$ cat src/rtl/if_fetch_buf_pkg.sv
// rtl/if_fetch_buf_pkg.sv - shared widths, reset address and PC helper for the fetch buffer
package if_fetch_buf_pkg;

  localparam int XLEN         = 64;
  localparam int INST_LEN     = 32;
  localparam int FIFO_ENTRIES = 2;
  localparam int CNT_W        = 4;

  localparam logic [XLEN-1:0] RESET_PC_DEF = 64'h8000_0000;

  // Jump targets are forced onto a 4-byte instruction boundary.
  function automatic logic [XLEN-1:0] align_pc(input logic [XLEN-1:0] pc);
    return pc & ~XLEN'(3);
  endfunction

endpackage

$ cat src/rtl/if_fifo2.sv
// rtl/if_fifo2.sv - two-entry FIFO with flush, shared by the pending-PC queue and the ID buffer
module if_fifo2 #(
  parameter int W = 8
) (
  input  logic         clk,
  input  logic         rst,
  input  logic         flush_i,
  input  logic         push_i,
  input  logic         pop_i,
  input  logic [W-1:0] data_i,
  output logic [W-1:0] data_o,
  output logic [1:0]   count_o,
  output logic         full_o,
  output logic         empty_o
);

  logic [W-1:0] mem_q [2];
  logic         wr_ptr_q;
  logic         rd_ptr_q;
  logic [1:0]   count_q;
  logic         do_push;
  logic         do_pop;

  assign full_o  = (count_q == 2'd2);
  assign empty_o = (count_q == 2'd0);
  assign do_pop  = pop_i && !empty_o;
  assign do_push = push_i && (!full_o || do_pop);
  // An empty FIFO presents zeros so the head never leaks stale entries.
  assign data_o  = empty_o ? '0 : mem_q[rd_ptr_q];
  assign count_o = count_q;

  always_ff @(posedge clk) begin
    if (rst || flush_i) begin
      wr_ptr_q <= 1'b0;
      rd_ptr_q <= 1'b0;
      count_q  <= 2'd0;
    end else begin
      if (do_push) wr_ptr_q <= ~wr_ptr_q;
      if (do_pop)  rd_ptr_q <= ~rd_ptr_q;
      count_q <= count_q + {1'b0, do_push} - {1'b0, do_pop};
    end
  end

  always_ff @(posedge clk) begin
    if (do_push) mem_q[wr_ptr_q] <= data_i;
  end

endmodule

$ cat src/rtl/if_fetch_buf.sv
// rtl/if_fetch_buf.sv - instruction fetch with in-order request tracking, redirect drop and ID buffer
module if_fetch_buf
  import if_fetch_buf_pkg::*;
#(
  parameter logic [XLEN-1:0] RESET_PC = RESET_PC_DEF,
  parameter int              DEPTH    = 2
) (
  input  logic                clk,
  input  logic                rst,
  input  logic                redirect_i,
  input  logic [XLEN-1:0]     redirect_pc_i,
  output logic                imem_req_valid_o,
  input  logic                imem_req_ready_i,
  output logic [XLEN-1:0]     imem_req_addr_o,
  input  logic                imem_rsp_valid_i,
  input  logic [INST_LEN-1:0] imem_rsp_data_i,
  output logic                id_valid_o,
  input  logic                id_ready_i,
  output logic [XLEN-1:0]     id_pc_o,
  output logic [INST_LEN-1:0] id_instr_o
);

  localparam int CAP = (DEPTH < FIFO_ENTRIES) ? DEPTH : FIFO_ENTRIES;

  logic [XLEN-1:0]          fetch_pc_q, fetch_pc_d;
  logic [CNT_W-1:0]         drop_cnt_q, drop_cnt_d;
  logic [CNT_W-1:0]         outstanding;
  logic [CNT_W-1:0]         occupancy;
  logic                     req_fire, id_fire;
  logic                     rsp_owned, rsp_drop;
  logic                     pend_pop, out_push;
  logic [XLEN-1:0]          pend_pc;
  logic [1:0]               pend_count, out_count;
  logic                     pend_full, pend_empty, out_full, out_empty;
  logic [XLEN+INST_LEN-1:0] out_head;

  // Requests still owed a response, including those already marked for dropping.
  assign outstanding = CNT_W'(pend_count) + drop_cnt_q;
  // An entry leaving for ID this cycle frees its slot for a same-cycle request.
  assign occupancy   = outstanding + CNT_W'(out_count) - CNT_W'(id_fire);

  assign imem_req_valid_o = !rst && !redirect_i && (occupancy < CNT_W'(CAP));
  assign imem_req_addr_o  = fetch_pc_q;
  assign req_fire         = imem_req_valid_o && imem_req_ready_i;

  assign rsp_owned = imem_rsp_valid_i && (outstanding != '0);
  assign rsp_drop  = rsp_owned && (drop_cnt_q != '0);
  assign pend_pop  = rsp_owned && !rsp_drop;
  assign out_push  = pend_pop && !redirect_i;

  assign id_valid_o = !rst && !redirect_i && !out_empty;
  assign id_fire    = id_valid_o && id_ready_i;
  assign id_pc_o    = out_head[XLEN+INST_LEN-1:INST_LEN];
  assign id_instr_o = out_head[INST_LEN-1:0];

  always_comb begin
    fetch_pc_d = fetch_pc_q;
    drop_cnt_d = drop_cnt_q;
    if (redirect_i) begin
      fetch_pc_d = align_pc(redirect_pc_i);
      drop_cnt_d = outstanding - CNT_W'(rsp_owned);
    end else begin
      if (req_fire) fetch_pc_d = fetch_pc_q + XLEN'(4);
      if (rsp_drop) drop_cnt_d = drop_cnt_q - CNT_W'(1);
    end
  end

  always_ff @(posedge clk) begin
    if (rst) begin
      fetch_pc_q <= RESET_PC;
      drop_cnt_q <= '0;
    end else begin
      fetch_pc_q <= fetch_pc_d;
      drop_cnt_q <= drop_cnt_d;
    end
  end

  if_fifo2 #(.W(XLEN)) u_pend_q (
    .clk     (clk),
    .rst     (rst),
    .flush_i (redirect_i),
    .push_i  (req_fire),
    .pop_i   (pend_pop),
    .data_i  (fetch_pc_q),
    .data_o  (pend_pc),
    .count_o (pend_count),
    .full_o  (pend_full),
    .empty_o (pend_empty)
  );

  if_fifo2 #(.W(XLEN + INST_LEN)) u_out_q (
    .clk     (clk),
    .rst     (rst),
    .flush_i (redirect_i),
    .push_i  (out_push),
    .pop_i   (id_fire),
    .data_i  ({pend_pc, imem_rsp_data_i}),
    .data_o  (out_head),
    .count_o (out_count),
    .full_o  (out_full),
    .empty_o (out_empty)
  );

  rsp_has_owner: assert property (@(posedge clk) disable iff (rst)
    imem_rsp_valid_i |-> (outstanding != '0));
  pend_pop_nonempty: assert property (@(posedge clk) disable iff (rst)
    pend_pop |-> !pend_empty);
  pend_no_overflow: assert property (@(posedge clk) disable iff (rst)
    !(req_fire && pend_full && !pend_pop));
  out_no_overflow: assert property (@(posedge clk) disable iff (rst)
    !(out_push && out_full && !id_fire));

endmodule

$ cat config.mk
export PLATFORM = sky130hd
export DESIGN_NAME = if_fetch_buf
export DESIGN_NICKNAME = d
export VERILOG_FILES = /design/src/rtl/if_fetch_buf_pkg.sv /design/src/rtl/if_fifo2.sv /design/src/rtl/if_fetch_buf.sv
export SDC_FILE = /design/constraint.sdc
export NUM_CORES = 1
export LEC_CHECK = 0
export BUFFER_PORTS_ARGS = -buffer_cell sky130_fd_sc_hd__clkbuf_2
export CORE_ASPECT_RATIO = 0.7
export CORE_MARGIN = 4
export CORE_UTILIZATION = 60
export DETAILED_ROUTE_END_ITERATION = 10
export HOLD_SLACK_MARGIN = 0.05
export PLACE_DENSITY_LB_ADDON = 0.12
export SKIP_CTS_REPAIR_TIMING = 1
export SLEW_MARGIN = 20
export SYNTH_ARGS = -nofsm -noshare
export SYNTH_HDL_FRONTEND = slang
export SYNTH_HIERARCHICAL = 1
export SYNTH_SLANG_ARGS = --single-unit
$ cat constraint.sdc
create_clock -name clk -period 18.99 [get_ports clk]
set_clock_uncertainty 0.15 [all_clocks]
set_input_delay 3.798 -clock clk [delete_from_list [all_inputs] [get_ports clk]]
set_output_delay 3.798 -clock clk [all_outputs]
set_load 0.005 [all_outputs]
* Word-level counts from Yosys, hierarchy flattened
Memory sizes are Yosys's and may differ from the RTL's. A register that Yosys moved wholly into a read port is not among the register bits.
Cells that the tools add are included.
** Operators by class
- Add/subtract/negate cells :: 10
- $lt $le $gt $ge :: 1
- Equality and inequality tests :: 2
- Muxes and demuxes :: 14
- Bitwise gates (word level) :: 4
- Reduce and logical (&&, ||, !) cells :: 30
** Operators by type and width (number)
- 64-bit 2-to-1 mux :: 3
- 96-bit 2-to-1 mux :: 1
- 64-bit by 3-bit adder with 64-bit output, second input constant :: 1
- 1-bit logical AND :: 13
- 1-bit 2-to-1 mux :: 8
- 4-bit 2-to-1 mux :: 2
- 4-bit nonzero test :: 2
- 4-bit by 1-bit subtractor with 4-bit output :: 2
- 1-bit zero test :: 7
- 2-bit by 1-bit adder with 2-bit output :: 2
- 2-bit by 4-bit adder with 4-bit output :: 1
- 4-bit by 2-bit adder with 4-bit output :: 1
- 2-bit equality test, second input constant :: 2
- 2-bit zero test :: 2
- 4-bit by 2-bit < comparator with 1-bit output, second input constant :: 1
- 1-bit NOT :: 4
- 2-bit nonzero test :: 2
- 2-bit by 1-bit subtractor with 2-bit output :: 2
- 4-bit by 1-bit subtractor with 4-bit output, second input constant :: 1
- 1-bit logical OR :: 3
- 2-bit OR reduction :: 1
** Storage, ports and cells
- Register bits after elaboration :: 76
- Bits in writable memories :: 320
- Input port bits :: 102
- Output and inout port bits :: 162
- Logic and storage cells :: 72
- Memories :: 2
** Memory list
- u_out_q.mem_q :: words 2, width 96, read ports 1, clocked after Yosys merged registers in 1, wr ports 1, line if_fifo2.sv:17 : logic [W-1:0] mem_q [2];
- u_pend_q.mem_q :: words 2, width 64, read ports 1, clocked after Yosys merged registers in 1, wr ports 1, line if_fifo2.sv:17

* Longest topological paths before layout
Gate-level depths: netlist of the first run.
- Depth in word-level cells :: 11
- Mapped depth :: 19
- Gate-level depth less buffers :: 16

* Cells and area by module
Netlist of the first run, hierarchy kept.
** Modules (own cells, without submodules)
- if_fifo2 at u_out_q :: instances 1, cells each 436, area an instance 7438.4 sq um, seq. area each 5865.6 sq um
- if_fifo2 at u_pend_q :: instances 1, cells each 301, area an instance 5054.8 sq um, seq. area each 3943.8 sq um
- if_fetch_buf :: instances 1, cells each 571, area an instance 4350.4 sq um, seq. area each 1321.3 sq um

* Worst setup path before layout of the first run
Ideal clock, no wire load.
- Kind :: input port to flip-flop
- Start point :: input redirect_i
- End point :: memory u_pend_q/mem_q[0][0] (netlist bit) (enable)
- Setup time :: 0.486 ns
- Data arrival time :: 9.195 ns
- Slack :: 9.158 ns
- Stages on the path :: 15
- Buffers on the path :: 4
- Cells stage by stage :: buf_2 > buf_1 > nor3_1 > and2_1 > ha_1 > nand2b_1 > fa_1 > xor2_1 > and4_1 > nand3_2 > inv_2 > buf_2 > buf_2 > o21ai_2 > nor2_1
** On the way
- Cells in the longest elaborated chain, start to end :: 11
** RTL lines
- start: declaration :: line if_fetch_buf.sv:10 : input logic redirect_i,
- 1-bit zero test :: line if_fetch_buf.sv:51 : assign id_valid_o = !rst && !redirect_i && !out_empty;
- 1-bit logical AND (2 in a row) :: line if_fetch_buf.sv:51
- net id_valid_o :: line if_fetch_buf.sv:17 : output logic id_valid_o,
- 1-bit logical AND :: line if_fetch_buf.sv:52 : assign id_fire = id_valid_o && id_ready_i;
- net id_fire :: line if_fetch_buf.sv:29 : logic req_fire, id_fire;
- 4-bit by 1-bit subtractor with 4-bit output :: line if_fetch_buf.sv:40 : assign occupancy = outstanding + CNT_W'(out_count) - CNT_W'(id_fire);
- 4-bit by 2-bit < comparator with 1-bit output :: line if_fetch_buf.sv:42 : assign imem_req_valid_o = !rst && !redirect_i && (occupancy < CNT_W'(CAP));
- 1-bit logical AND :: line if_fetch_buf.sv:42
- 1-bit logical AND :: line if_fetch_buf.sv:44 : assign req_fire = imem_req_valid_o && imem_req_ready_i;
- net req_fire :: line if_fetch_buf.sv:29
- 1-bit logical AND :: line if_fifo2.sv:27 : assign do_push = push_i && (!full_o || do_pop);
- 1-bit 2-to-1 mux :: line if_fifo2.sv:45 : if (do_push) mem_q[wr_ptr_q] <= data_i;
- 1-bit 2-to-1 mux (not written as such) :: line if_fifo2.sv:45
- end: declaration :: line if_fifo2.sv:17
The timed path passes the listed nets, and every way through them passes these cells.

* Worst setup path after layout of the first run
- Start point :: input rst
- End point :: output imem_req_valid_o
** On the way
- Cells in the longest elaborated chain, start to end :: 7
** RTL lines
- start: declaration :: line if_fetch_buf.sv:9 : input logic rst,
- 1-bit zero test :: line if_fetch_buf.sv:51
- 1-bit logical AND (2 in a row) :: line if_fetch_buf.sv:51
- 1-bit logical AND :: line if_fetch_buf.sv:52
- net id_fire :: line if_fetch_buf.sv:29
- 4-bit by 1-bit subtractor with 4-bit output :: line if_fetch_buf.sv:40
- 4-bit by 2-bit < comparator with 1-bit output :: line if_fetch_buf.sv:42
- 1-bit logical AND :: line if_fetch_buf.sv:42
- end: declaration :: line if_fetch_buf.sv:12 : output logic imem_req_valid_o,
The timed path passes the listed nets, and every way through them passes these cells.

==> flow_metrics.env, run 1 <==
export IMPL_status="complete, no violations"
export IMPL_yosys_warnings=6
export IMPL_num_rows=50
export IMPL_relSlewSlack=0.263
export IMPL_power_density_nw_per_um2=103
export IMPL_dr_total_vias=11500
export IMPL_die_area_sq_um=30800
export IMPL_drtPass1Iterations=5
export IMPL_drtIter0Drc=918
export IMPL_hold_viol=0
export IMPL_boundaryPins=264
export IMPL_die_y_microns=148
export IMPL_cp_slowest_cell="buf_4"
export IMPL_htree_levels=2
export IMPL_routed_wl_mm=40.3
export IMPL_cts_tree="built"
export IMPL_max_cap_violations=0
export IMPL_first_global_vias=11100
export IMPL_port_buffers=259
export IMPL_design_area_sq_um=19500
export IMPL_path_class="primary input to primary output"
export IMPL_cts_made_buffers=38
export IMPL_crit_buf_inv=3
export IMPL_final_nets=1667
export IMPL_fill_cells=1872
export IMPL_vdd_drop_max_mv=0.0691
export IMPL_netlist_area_sq_um=16800
export IMPL_grt_pass1_wl_mm=62.7
export IMPL_clock_path_buffers=3
export IMPL_clock_fmax_ghz=0.0962
export IMPL_postRouteAntennaNets=0
export IMPL_cts_root_buf="clkbuf_16"
export IMPL_finalMaxSlewViolations=0
export IMPL_rsz0062_at_grt="no"
export IMPL_place_congestion=0.835
export IMPL_path_delay_family="simple AND/OR/NAND/NOR gates"
export IMPL_worst_ep_arrival_time_ps=6450
export IMPL_hpwlAfterDp_mm=25.8
export IMPL_max_stage_delay_ps=630
export IMPL_cp_required_ps=15040
export IMPL_cp_end_kind="primary output"
export IMPL_cts_sink_count=396
export IMPL_hp_class="register to register"
export IMPL_insertion_delay_ps=540
export IMPL_grt_max_degree=97
export IMPL_worst_pin_slew_ps=1110
export IMPL_die_width_microns=208
export IMPL_path_clk_slew_ps=60
export IMPL_drive_above_1_share=0.224
export IMPL_worstSetupStartpointType="primary input"
export IMPL_post_drt_wl_per_cell_microns=20.8
export IMPL_hold_slack_ps=366
export IMPL_syn_mean_instance_area_sq_um=12.9
export IMPL_p_leak_nw=6.80
export IMPL_core_area_sq_um=27200
export IMPL_critPathMaxFanout=70
export IMPL_setup_violations=0
export IMPL_post_route_period_util=0.547
export IMPL_netlist_instances=1306
export IMPL_drc=0
export IMPL_fin_setup_tns_ps=0
export IMPL_start_util=0.620
export IMPL_areaGrowthSynthToFinish_pct=16.0
export IMPL_placed_area_sq_um=18400
export IMPL_antenna_found_initial=3
export IMPL_period_minus_slack_ps=10400
export IMPL_viasPerCell=5.90
export IMPL_grt_overflow_total=0
export IMPL_crit_chain="clkbuf_2 -> buf_4 -> nor3_1 -> and2_1 -> ha_1 -> nand2b_1 -> fa_1 -> xor2_1 -> and3_1 -> and3_1 -> clkbuf_2"
export IMPL_grt_use_total=0.257
worst min-delay path, cell delays in order, from the launching register on:
cell and delay (ps):
dfxtp_1 320, xor2_1 80, nor2_1 80
path summary, 6_finish.rpt:
| check | start | to | slack, ps | depth (start not counted) |
|---|---|---|---|---|
| setup reg to reg | u_pend_q/count_o[0]$_SDFF_PP0_ | u_pend_q/mem_q[0][42]$_DFFE_PP_ | 13870 | 13 |
| hold reg to reg | u_out_q/rd_ptr_q$_SDFFE_PP0N_ | u_out_q/rd_ptr_q$_SDFFE_PP0N_ | 370 | 2 |
| hold / removal | u_out_q/rd_ptr_q$_SDFFE_PP0N_ | u_out_q/rd_ptr_q$_SDFFE_PP0N_ | 370 | 2 |
| setup / recovery | rst | imem_req_valid_o | 8590 | 11 |
layer usage:
| metal | vias up | GRT usage | routed length, microns |
|---|---|---|---|
| met5 | - | 0 | 7 |
| met4 | 2 | 0.0807 | 1160 |
| met3 | 76 | 0.0508 | 3390 |
| met2 | 484 | 0.399 | 18500 |
| met1 | 5557 | 0.371 | 17300 |
| li1 | 5353 | - | - |
report_power, final:
group	internal, mW	switching [mW]	leakage [nW]	total, mW
clock network	0.377	0.307	0.541	0.684
registers	1.02	0.0397	3.59	1.06
logic	0.0937	0.169	2.67	0.262
total	1.49	0.516	6.80	2.01
cell type report:
type                       count  area, sq um  area share
tap                          364          455      0.0233
antenna                        2         5.00    0.000256
inverter                      20         75.1     0.00384
clock buffer                  48         1010      0.0517
timing repair buffer         273         1430      0.0730
clock inverter                20         96.3     0.00493
sequential                   396        11100       0.570
multi-input combinational    821         5330       0.273
placed cells by master, fill, tap and decap left out, drive strengths merged, types with 14 or more instances in the layout:
cell type,instances
edfxtp,320
nor2,209
inv,20
nor3,16
nand3,26
a21oi,53
and3,27
clkbuf,307
nor4,16
nand4,19
clkinv,19
dfxtp,76
mux2i,161
nand2,68
xnor2,16
buf,14
or3,14
o21ai,30
a31oi,26
registers in the layout, indices dropped and copies added, names as in the netlist, 2 cells and up, named ones only:
signal and cells:
u_out_q/count_o 2, drop_cnt_q 4, u_pend_q/mem_q 128, u_out_q/mem_q 192
imem_req_addr_o 62, u_pend_q/count_o 2
metrics by stage:
stage / power [mW] / setup slack [ps] / utilization / instances
6_report: 2.01 / 8590 / 0.719 / 1944
5_1_grt: 2.10 / 8400 / 0.719 / 1944
4_1_cts: 2.02 / 8570 / 0.719 / 1942
3_5_place_dp: 1.34 / 8580 / 0.678 / 1874
3_3_place_gp: 1.33 / 8610 / 0.677 / 1872
2_1_floorplan: 1.25 / 9160 / - / 1311
Power figures use the tool's default switching activity.
==> inputs of run 2 (changes only) <==
--- a/config.mk
+++ b/config.mk
@@ -8,7 +8,7 @@
 export BUFFER_PORTS_ARGS = -buffer_cell sky130_fd_sc_hd__clkbuf_2
 export CORE_ASPECT_RATIO = 0.7
 export CORE_MARGIN = 4
-export CORE_UTILIZATION = 60
+export CORE_UTILIZATION = 51
 export DETAILED_ROUTE_END_ITERATION = 10
 export HOLD_SLACK_MARGIN = 0.05
 export PLACE_DENSITY_LB_ADDON = 0.12
==> constraint.sdc (replaced) <==
create_clock -name clk -period 9.1 [get_ports clk]
set_clock_uncertainty 0.15 [all_clocks]
set_input_delay 1.82 -clock clk [delete_from_list [all_inputs] [get_ports clk]]
set_output_delay 1.82 -clock clk [all_outputs]
set_load 0.005 [all_outputs]
==> run 2 against run 1 <==
- clock power rose by 130%
- final area is 1.2% higher
- total power is 120% higher
- largest cell class unchanged
- flip-flop and latch count stayed put
==> flow_metrics.env, run 2 (synthesis results as in run 1) <==
export IMPL_first_global_vias=10900
export IMPL_place_congestion=0.824
export IMPL_core_area_sq_um=32400
export IMPL_grt_overflow_total=0
export IMPL_port_buffers=259
export IMPL_critPathMaxFanout=41
export IMPL_drc=0
export IMPL_worst_pin_slew_ps=991
export IMPL_worst_ep_arrival_time_ps=5950
export IMPL_dr_total_vias=11300
export IMPL_clock_path_buffers=3
export IMPL_hp_class="register to register"
export IMPL_clock_fmax_ghz=0.168
export IMPL_power_mw=4.35
export IMPL_mostFrequentLayoutCells="edfxtp_1, clkbuf_2, nor2_1, mux2i_1, dfxtp_1"
export IMPL_routed_wl_mm=40.7
export IMPL_drive_above_1_share=0.229
export IMPL_drtPass1Iterations=5
export IMPL_boundaryPins=264
export IMPL_period_minus_slack_ps=5940
export IMPL_grt_pass1_wl_mm=62.1
export IMPL_start_util=0.519
export IMPL_path_clk_slew_ps=60
export IMPL_antenna_found_initial=1
export IMPL_p_leak_nw=6.90
export IMPL_finalMaxSlewViolations=0
export IMPL_num_rows=55
export IMPL_post_route_period_util=0.652
export IMPL_cts_tree="built"
export IMPL_vdd_drop_max_mv=0.101
export IMPL_final_core_util=0.610
export IMPL_hpwlAfterDp_mm=26.5
export IMPL_mostFrequentLayoutCell="edfxtp_1"
export IMPL_cts_made_buffers=39
export IMPL_power_density_nw_per_um2=220
export IMPL_rsz0062_at_grt="no"
export IMPL_die_y_microns=160
export IMPL_die_width_microns=225
export IMPL_grt_use_total=0.220
export IMPL_r2r_slack_ps=3680
export IMPL_fin_setup_tns_ps=0
export IMPL_insertion_delay_ps=540
export IMPL_hold_viol=0
export IMPL_postRouteAntennaNets=0
export IMPL_max_cap_violations=0
export IMPL_grt_max_degree=75
export IMPL_htree_levels=2
export IMPL_status="complete, no violations"
export IMPL_setup_violations=0
export IMPL_final_nets=1670
export IMPL_cp_end_kind="register"
export IMPL_worstSetupStartpointType="primary input"
export IMPL_relSlewSlack=0.333
export IMPL_die_area_sq_um=36000
export IMPL_drtIter0Drc=829
export IMPL_cts_sink_count=396
export IMPL_largest_reg_flops=192
export IMPL_areaGrowthSynthToFinish_pct=17.4
export IMPL_cp_required_ps=9120
export IMPL_path_class="primary input to register"
export IMPL_viasPerCell=5.63
export IMPL_regMostFlops="u_out_q/mem_q"
export IMPL_cts_root_buf="clkbuf_16"
export IMPL_post_drt_wl_per_cell_microns=20.2
export IMPL_fill_cells=2602
run 2: worst paths after layout:
kind	startpoint	endpoint	cells after the start
worst max-delay path	rst	u_pend_q/mem_q[0][8]$_DFFE_PP_	13
worst max register to register	u_pend_q/count_o[0]$_SDFF_PP0_	u_pend_q/mem_q[0][8]$_DFFE_PP_	13
worst min-delay path	u_out_q/rd_ptr_q$_SDFFE_PP0N_	register	2
worst min register to register	u_out_q/rd_ptr_q$_SDFFE_PP0N_	register	2
run 2: layout make-up:
class | instances | area (sq um) | share of cell area
flip-flops and latches | 396 | 11100 | 0.563
multi-input cells | 821 | 5330 | 0.269
repair buffers | 275 | 1440 | 0.0729
clock buffers | 50 | 1080 | 0.0546
well taps | 427 | 534 | 0.0270
clock inverters | 21 | 176 | 0.00892
inverters | 20 | 75.1 | 0.00380
diodes | 1 | 2.50 | 0.000127
run 2: per-layer routing:
layer | up-vias | track usage | routed length [microns]
li1 | 5355 | - | -
met1 | 5492 | 0.319 | 18700
met2 | 387 | 0.332 | 18000
met3 | 80 | 0.0483 | 2860
met4 | 0 | 0.0741 | 1160
met5 | - | 0 | 0
run 2: report_power, final:
group          switching, mW  total [mW]  internal, mW
combinational          0.357       0.555         0.198
clock                  0.659        1.58         0.924
sequential            0.0815        2.22          2.13
run 2: per-stage QoR:
stage	hold slack, ps	area [sq um]	cells	setup WS (ps)
finish	370	19800	2011	3160
global route	400	19800	2011	2890
CTS	364	19800	2010	3150
detailed placement	341	18500	1939	2610
global placement	333	18500	1937	2720
floorplan	320	16900	1311	1250
run 2: worst max-delay path, stage by stage:
cell and delay (ps):
clkbuf_2 90, nor3_1 200, and2_1 270, ha_1 270, nand2b_1 160, fa_1 380, xor2_1 220, and4_1 240
nand3_2 90, inv_2 550, o21ai_2 240, nor2_4 700, buf_4 670
